$ cat config.mk
export PLATFORM = sky130hd
export DESIGN_NAME = apb_timer_evt_flat
export DESIGN_NICKNAME = d
export VERILOG_FILES = /design/src/rtl/apb_timer_evt_pkg.sv /design/src/rtl/apb_timer_evt_if.sv /design/src/rtl/apb_timer_evt_sync.sv /design/src/rtl/apb_timer_evt.sv /design/src/flat_wrapper.sv
export SDC_FILE = /design/constraint.sdc
export NUM_CORES = 1
export LEC_CHECK = 0
export CAP_MARGIN = 30
export CORE_MARGIN = 5
export CORE_UTILIZATION = 51
export CTS_BUF_LIST = sky130_fd_sc_hd__clkbuf_8 sky130_fd_sc_hd__clkbuf_16
export CTS_CLUSTER_DIAMETER = 100
export DETAILED_ROUTE_END_ITERATION = 16
export PLACE_DENSITY = 0.77
export RECOVER_POWER = 50
export SLEW_MARGIN = 20
export SYNTH_ARGS = -nofsm -noshare
export SYNTH_HDL_FRONTEND = slang
export SYNTH_HIERARCHICAL = 1
export SYNTH_SLANG_ARGS = --single-unit
$ cat constraint.sdc
create_clock -name HCLK -period 2.1 [get_ports HCLK]
set_input_delay 0.21 -clock HCLK [delete_from_list [all_inputs] [get_ports HCLK]]
set_output_delay 0.21 -clock HCLK [all_outputs]
set_load 0.01 [all_outputs]
$ cat src/rtl/apb_timer_evt_pkg.sv
// Shared register offsets, control/status bit positions, FSM state type and
// the compare-register reset value for the APB event timer.
package apb_timer_evt_pkg;

  localparam logic [4:0] OFF_CTRL   = 5'h00;
  localparam logic [4:0] OFF_CNT    = 5'h04;
  localparam logic [4:0] OFF_CMP    = 5'h08;
  localparam logic [4:0] OFF_CAP    = 5'h0C;
  localparam logic [4:0] OFF_STATUS = 5'h10;

  localparam int CTRL_EN        = 0;
  localparam int CTRL_SRC       = 1;
  localparam int CTRL_ONESHOT   = 2;
  localparam int CTRL_IRQ_EN    = 3;
  localparam int CTRL_PRESC_LSB = 8;

  localparam int ST_MATCH = 0;
  localparam int ST_OVF   = 1;
  localparam int ST_CAPV  = 2;

  typedef enum logic [1:0] {
    IDLE = 2'd0,
    RUN  = 2'd1,
    HALT = 2'd2
  } tmr_state_t;

  function automatic logic [31:0] cmp_rst_val(input int unsigned cnt_w);
    return (cnt_w >= 32) ? 32'hFFFF_FFFF : ((32'd1 << cnt_w) - 32'd1);
  endfunction

endpackage

$ cat src/rtl/apb_timer_evt_if.sv
// APB3 slave bus bundle for the event timer; zero-wait-state, so PREADY is
// driven constant high by the slave and no backpressure is ever applied.
interface apb_timer_evt_if;
  logic        PSEL;
  logic        PENABLE;
  logic        PWRITE;
  logic [4:0]  PADDR;
  logic [31:0] PWDATA;
  logic [31:0] PRDATA;
  logic        PREADY;
  logic        PSLVERR;

  modport master (
    output PSEL, PENABLE, PWRITE, PADDR, PWDATA,
    input  PRDATA, PREADY, PSLVERR
  );

  modport slave (
    input  PSEL, PENABLE, PWRITE, PADDR, PWDATA,
    output PRDATA, PREADY, PSLVERR
  );
endinterface

$ cat src/rtl/apb_timer_evt_sync.sv
// Two-flop synchronizer plus rising-edge detector producing a one-cycle pulse.
// An input edge acts on the third HCLK rising edge; no backpressure.
module apb_timer_evt_sync (
  input  logic HCLK,
  input  logic HRESETn,
  input  logic din,
  output logic pulse
);

  // [1:0] are the synchronizer stages, [2] holds the previous synced level
  logic [2:0] sh;

  always_ff @(posedge HCLK or negedge HRESETn) begin
    if (!HRESETn) begin
      sh <= '0;
    end else begin
      sh <= {sh[1:0], din};
    end
  end

  assign pulse = sh[1] & ~sh[2];

endmodule

$ cat src/rtl/apb_timer_evt.sv
// APB3 timer/counter with event count, capture, compare-match and overflow irq.
// Zero-wait-state APB, no backpressure; prescaler built only with APB_TIMER_EVT_PRESCALER_EN.
module apb_timer_evt
  import apb_timer_evt_pkg::*;
#(
  parameter int CNT_W = 32
) (
  input  logic           HCLK,
  input  logic           HRESETn,
  apb_timer_evt_if.slave apb,
  input  logic           stoptimer_i,
  input  logic           event_lo_i,
  input  logic           event_hi_i,
  output logic           busy_o,
  output logic           irq_o
);

  localparam logic [31:0]      CMP_RST32 = cmp_rst_val(CNT_W);
  localparam logic [CNT_W-1:0] CMP_RST   = CMP_RST32[CNT_W-1:0];
  localparam logic [CNT_W-1:0] CNT_ONE   = CNT_W'(1);
  localparam logic [2:0]       W_CTRL    = OFF_CTRL[4:2];
  localparam logic [2:0]       W_CNT     = OFF_CNT[4:2];
  localparam logic [2:0]       W_CMP     = OFF_CMP[4:2];
  localparam logic [2:0]       W_CAP     = OFF_CAP[4:2];
  localparam logic [2:0]       W_STATUS  = OFF_STATUS[4:2];

  logic             ctrl_en, ctrl_src, ctrl_oneshot, ctrl_irq_en;
  logic [CNT_W-1:0] cnt, cmp, cap;
  logic [2:0]       status, st_set, st_clr;
  logic [7:0]       presc_rd;
  logic             lo_pulse, hi_pulse, hclk_tick, tick, count, hit, wrap;
  logic             busy_q, irq_q;
  tmr_state_t       state, state_nxt;
  logic [31:0]      rdata;
  logic             unused_addr;

  apb_timer_evt_sync u_sync_lo (.HCLK(HCLK), .HRESETn(HRESETn), .din(event_lo_i), .pulse(lo_pulse));
  apb_timer_evt_sync u_sync_hi (.HCLK(HCLK), .HRESETn(HRESETn), .din(event_hi_i), .pulse(hi_pulse));

  // APB decode; bits [1:0] of the address are don't-care
  logic [2:0] widx;
  logic       acc, bad, wr, rd;
  logic       wr_ctrl, wr_cnt, wr_cmp, wr_st;

  assign widx        = apb.PADDR[4:2];
  assign unused_addr = ^apb.PADDR[1:0];
  assign acc         = apb.PSEL & apb.PENABLE;
  assign bad         = widx > W_STATUS;
  assign wr          = acc & apb.PWRITE & ~bad;
  assign rd          = acc & ~apb.PWRITE & ~bad;
  assign wr_ctrl     = wr & (widx == W_CTRL);
  assign wr_cnt      = wr & (widx == W_CNT);
  assign wr_cmp      = wr & (widx == W_CMP);
  assign wr_st       = wr & (widx == W_STATUS);

`ifdef APB_TIMER_EVT_PRESCALER_EN
  logic [7:0] presc, presc_cnt;

  assign hclk_tick = (presc_cnt == presc);
  assign presc_rd  = presc;

  // Prescaler freezes with the counter; a CNT write restarts the period
  always_ff @(posedge HCLK or negedge HRESETn) begin
    if (!HRESETn) begin
      presc     <= '0;
      presc_cnt <= '0;
    end else begin
      if (wr_ctrl) presc <= apb.PWDATA[CTRL_PRESC_LSB +: 8];
      if (wr_cnt) begin
        presc_cnt <= '0;
      end else if (ctrl_en && !stoptimer_i) begin
        presc_cnt <= hclk_tick ? 8'd0 : presc_cnt + 8'd1;
      end
    end
  end
`else
  assign hclk_tick = 1'b1;
  assign presc_rd  = 8'h00;
`endif

  assign tick  = ctrl_src ? lo_pulse : hclk_tick;
  assign count = tick & ctrl_en & ~stoptimer_i;
  assign hit   = count & (cnt == cmp);
  assign wrap  = count & ~hit & (&cnt);

  always_comb begin
    st_set           = '0;
    st_set[ST_MATCH] = hit;
    st_set[ST_OVF]   = wrap;
    st_set[ST_CAPV]  = hi_pulse;
    st_clr           = wr_st ? apb.PWDATA[2:0] : 3'b000;
  end

  always_ff @(posedge HCLK or negedge HRESETn) begin
    if (!HRESETn) begin
      ctrl_en      <= 1'b0;
      ctrl_src     <= 1'b0;
      ctrl_oneshot <= 1'b0;
      ctrl_irq_en  <= 1'b0;
      cnt          <= '0;
      cmp          <= CMP_RST;
      cap          <= '0;
      status       <= '0;
    end else begin
      if (hit && ctrl_oneshot) ctrl_en <= 1'b0;
      if (wr_ctrl) begin
        ctrl_en      <= apb.PWDATA[CTRL_EN];
        ctrl_src     <= apb.PWDATA[CTRL_SRC];
        ctrl_oneshot <= apb.PWDATA[CTRL_ONESHOT];
        ctrl_irq_en  <= apb.PWDATA[CTRL_IRQ_EN];
      end
      if (wr_cnt) begin
        cnt <= apb.PWDATA[CNT_W-1:0];
      end else if (hit) begin
        cnt <= '0;
      end else if (count) begin
        cnt <= cnt + CNT_ONE;
      end
      if (wr_cmp) cmp <= apb.PWDATA[CNT_W-1:0];
      if (hi_pulse) cap <= cnt;
      // Hardware set wins over a same-cycle W1C
      status <= (status & ~st_clr) | st_set;
    end
  end

  always_comb begin
    state_nxt = state;
    case (state)
      IDLE:    if (ctrl_en) state_nxt = RUN;
      RUN:     if (stoptimer_i) state_nxt = HALT;
      HALT:    if (!stoptimer_i) state_nxt = RUN;
      default: state_nxt = IDLE;
    endcase
    if (!ctrl_en) state_nxt = IDLE;
  end

  always_ff @(posedge HCLK or negedge HRESETn) begin
    if (!HRESETn) begin
      state  <= IDLE;
      busy_q <= 1'b0;
      irq_q  <= 1'b0;
    end else begin
      state  <= state_nxt;
      busy_q <= (state_nxt == RUN);
      irq_q  <= ctrl_irq_en & (status[ST_MATCH] | status[ST_OVF]);
    end
  end

  always_comb begin
    rdata = '0;
    if (rd) begin
      case (widx)
        W_CTRL:   rdata = {16'h0000, presc_rd, 4'h0, ctrl_irq_en, ctrl_oneshot, ctrl_src, ctrl_en};
        W_CNT:    rdata[CNT_W-1:0] = cnt;
        W_CMP:    rdata[CNT_W-1:0] = cmp;
        W_CAP:    rdata[CNT_W-1:0] = cap;
        W_STATUS: rdata[2:0] = status;
        default:  rdata = '0;
      endcase
    end
  end

  assign apb.PRDATA  = rdata;
  assign apb.PREADY  = 1'b1;
  assign apb.PSLVERR = acc & bad;
  assign busy_o      = busy_q;
  assign irq_o       = irq_q;

endmodule
$ cat src/flat_wrapper.sv
// flat-port wrapper written by rule: the top's interface ports become plain ports
module apb_timer_evt_flat import apb_timer_evt_pkg::*;
#(
  parameter int CNT_W = 32
)
  (HCLK, HRESETn, stoptimer_i, event_lo_i, event_hi_i, busy_o, irq_o, apb_PSEL, apb_PENABLE, apb_PWRITE, apb_PADDR, apb_PWDATA, apb_PRDATA, apb_PREADY, apb_PSLVERR);
  apb_timer_evt_if apb_i ();
  input  logic HCLK;
  input  logic HRESETn;
  input  logic stoptimer_i;
  input  logic event_lo_i;
  input  logic event_hi_i;
  output logic busy_o;
  output logic irq_o;
  input wire logic [$bits(apb_i.PSEL)-1:0] apb_PSEL;
  input wire logic [$bits(apb_i.PENABLE)-1:0] apb_PENABLE;
  input wire logic [$bits(apb_i.PWRITE)-1:0] apb_PWRITE;
  input wire logic [$bits(apb_i.PADDR)-1:0] apb_PADDR;
  input wire logic [$bits(apb_i.PWDATA)-1:0] apb_PWDATA;
  output wire logic [$bits(apb_i.PRDATA)-1:0] apb_PRDATA;
  output wire logic [$bits(apb_i.PREADY)-1:0] apb_PREADY;
  output wire logic [$bits(apb_i.PSLVERR)-1:0] apb_PSLVERR;
  assign apb_i.PSEL = apb_PSEL;
  assign apb_i.PENABLE = apb_PENABLE;
  assign apb_i.PWRITE = apb_PWRITE;
  assign apb_i.PADDR = apb_PADDR;
  assign apb_i.PWDATA = apb_PWDATA;
  assign apb_PRDATA = apb_i.PRDATA;
  assign apb_PREADY = apb_i.PREADY;
  assign apb_PSLVERR = apb_i.PSLVERR;
  apb_timer_evt #(.CNT_W(CNT_W)) u_core (.HCLK(HCLK), .HRESETn(HRESETn), .apb(apb_i), .stoptimer_i(stoptimer_i), .event_lo_i(event_lo_i), .event_hi_i(event_hi_i), .busy_o(busy_o), .irq_o(irq_o));
endmodule
==> metrics <==
Max stage delay cell, worst path dfstp_2; routability cong. 0.919; failing checks negative setup slack; RSZ-0062 raised after global routing yes; number of setup violations in the final report 20; synthesized area 6660 um2; #FFs+latches synth 113; DPL Wire Length 13,500 um; Tot GR Track Use 0.256; Root Driver clkbuf_16; post-detailed-route count of antenna-violating nets 0; max_cap viols 0; Layout area overhead 33.7%; largest area contributor in the netlist dfrtp_1; CP top delay family simple AND/OR/NAND/NOR gates; Final Hold Viols 0; maximum vdd drop 627 uV; Comb power frac 0.254; Setup WS post-layout -0.0767 ns; diode count 0; total congestion overflow 0; via-per-instance ratio 6.13; Yosys warning total 6; initial antenna violation count 0; crit-path max FO 14; Synth cell types 55; Final period util 1.04; Post-synth EDFFs 0; power consumption 8.43 mW; normalized max-slew margin 0.291; Non-Filler Instances 971; WL/cell 20.4 um; Worst Tran Pin Value 1.06 ns; Worst-path clk slew 0.05 ns; CTS H-tree depth 4; first-pass GRT wire length 32,000 um; leakage 3.69 nW; Initial Util 0.524; largest net degree at the start of global routing 47; Worst setup EP type register; Placed Cells 934; prevailing post-synth register cell dfrtp_1; Sw Ratio 0.285; share of post-route cells with drive strength above 1 0.370; via count 5,953; NetSw 2.40 mW; Hold Path Class register to register; CP Launch Type register; synth top area cells dfrtp_1 30%, mux2_2 16%, dfstp_2 13%; Clock power frac 0.376; internal power 6.03 mW; Initial DRT Pass Iterations 5; most frequent cells in the layout 95 x mux2_2, 79 x dfrtp_1, 69 x buf_4; Core Region 12,700 um2; Clk Latency, worst-skew pair 0.42 ns; Final min period 2.18 ns; worst stage delay on the critical path 0.54 ns; cell count after synthesis 666; PortBufs 77; vias in the first global route 6,037; Avg Inst Size Synth 10.0 um2; Max Freq 0.459 GHz; clock sink count 113; I/O pins 81; sequential power share 0.369; WP buf/inv 2; Longest Clk Path Bufs 2; Power Density 946 nW/um2; final core occ 0.701; crit path DAT 2.46 ns; CTS tree done; DRC Markers 0; CP Cell Sequence xnor2_1 > buf_4 > nand4_1 > nor4_4 > a21oi_2 > buf_6 > a22oi_1 > o21ai_1; Die Wd 124 um; Final Max Slew Viols 0; post-synthesis async set-or-reset flop share 1.00; DRT Wirelength 19,800 um; most common cell after layout, fill and taps aside mux2_2; initial detailed-routing violation count 498; Clock Skews 0.00607 ns; die area 15,500 um2; Layout Nets 832; CP required 2.38 ns; post-synthesis sequential area ratio 0.430; crit path kind register to register; r2r setup slk -0.08 ns; status finished, violations left; net count after synthesis 712; FP Rows 41; number of CTS-inserted buffers 17; Die Y 124 um; setup TNS -0.508 ns; share of the synthesized area in the top cell type 0.304
[cell families after synthesis]
logic type      Yosys count  share of synthesized area
flops                   113                      0.430
simple gates            217                      0.174
buf+inv                  68                     0.0481
other cells               1                   0.000563
xor+xnor                 33                     0.0434
mux                     102                      0.175
compound gates          131                      0.127
fa+ha+maj                 1                    0.00188
[worst reg2reg max path: stages (launching register included)]
cell and delay, ns:
dfstp_2 0.54, xnor2_1 0.13, buf_4 0.16, nand4_1 0.17
nor4_4 0.42, a21oi_2 0.12, buf_6 0.18, a22oi_1 0.20
o21ai_1 0.11
[cell type report]
| type | instances | area [um2] |
|---|---|---|
| inverter | 3 | 11.3 |
| tap | 172 | 215 |
| sequential | 113 | 2870 |
| multi-input combinational | 485 | 3620 |
| fill | 939 | 3810 |
| timing repair buffer | 166 | 1540 |
| clock buffer | 20 | 467 |
| clock inverter | 12 | 186 |
[power by group through the flow]
stage	registers [mW]	clock network (mW)	logic [mW]
after floorplan	2.97	0	1.34
after global placement	3.09	0	1.90
after detailed placement	3.14	0	1.97
after CTS	3.11	3.21	2.08
after global routing	3.16	3.32	2.30
final	3.11	3.17	2.14
[synth_stat cells (2+ instances only)]
cell type,n
o21a_1,3
a31oi_1,3
o21ai_1,2
buf_2,25
o21ai_0,26
o31ai_1,2
inv_1,3
or3_1,2
and2_1,2
nor4_1,9
nor2b_1,4
buf_1,5
buf_6,2
a21oi_2,2
a32oi_1,5
nand4_1,22
nor3_1,19
and3_1,8
and4_1,2
mux2_2,95
o22a_1,2
buf_4,5
xnor2_1,32
mux2i_1,5
nand3_1,16
nor2_1,48
nor4_4,3
clkbuf_1,28
a21oi_1,34
and3b_1,2
nor2b_4,2
or2_2,3
a22oi_1,50
nand2_1,59
nand2b_1,5
dfstp_2,32
dfrtp_1,81
[state kept, by name, summed over array words and instances, names as in the netlist, 2 cells and up]
register / count
u_core/u_sync_hi/sh: 3
u_core/cap: 32
u_core/cnt: 32
u_core/state: 2
u_core/u_sync_lo/sh: 3
u_core/status: 3
u_core/cmp: 32
[repair_timing]
action / CTS / global route
setup buffers: 3 / 2
hold endpoints to repair: 31 / 0
gates resized for setup: 47 / 43
pin swaps: 2 / 6
hold buffers: 1 / 0
setup endpoints to repair: 50 / 34
[per-stage QoR]
| step | setup slack [ns] | cell area (um2) | hold WS [ns] |
|---|---|---|---|
| finish | -0.0767 | 8910 | 0.346 |
| global route | -0.133 | 8910 | 0.338 |
| CTS | 0.0106 | 8820 | 0.227 |
| detailed placement | -0.254 | 8120 | 0.235 |
| global placement | -0.193 | 8120 | 0.236 |
| floorplan | 0.0474 | 6660 | -0.0856 |
[path summary, 6_finish.rpt]
| kind | start | to | depth (start not counted) |
|---|---|---|---|
| worst max-delay path | u_core/cmp[3] | u_core/cnt[8] | 8 |
| worst min-delay path | u_core/u_sync_hi/sh[0] | u_core/u_sync_hi/sh[1] | 0 |
| worst max register to register | u_core/cmp[3] | u_core/cnt[8] | 8 |
| worst min register to register | u_core/u_sync_hi/sh[0] | u_core/u_sync_hi/sh[1] | 0 |
| max in group asynchronous | HRESETn | u_core/cnt[0] | 3 |
| min in group asynchronous | HRESETn | u_core/irq_o | 2 |
[metal layers]
metal,vias to the layer above,GRT usage,wire length [um],part of all wire
met5,-,0,0,0
met4,0,0.103,557,0.028
met3,48,0.0639,1470,0.074
met2,284,0.420,9780,0.49
met1,2959,0.324,7980,0.40
li1,2662,-,-,-
No activity file was read; power rests on OpenSTA's default activity.
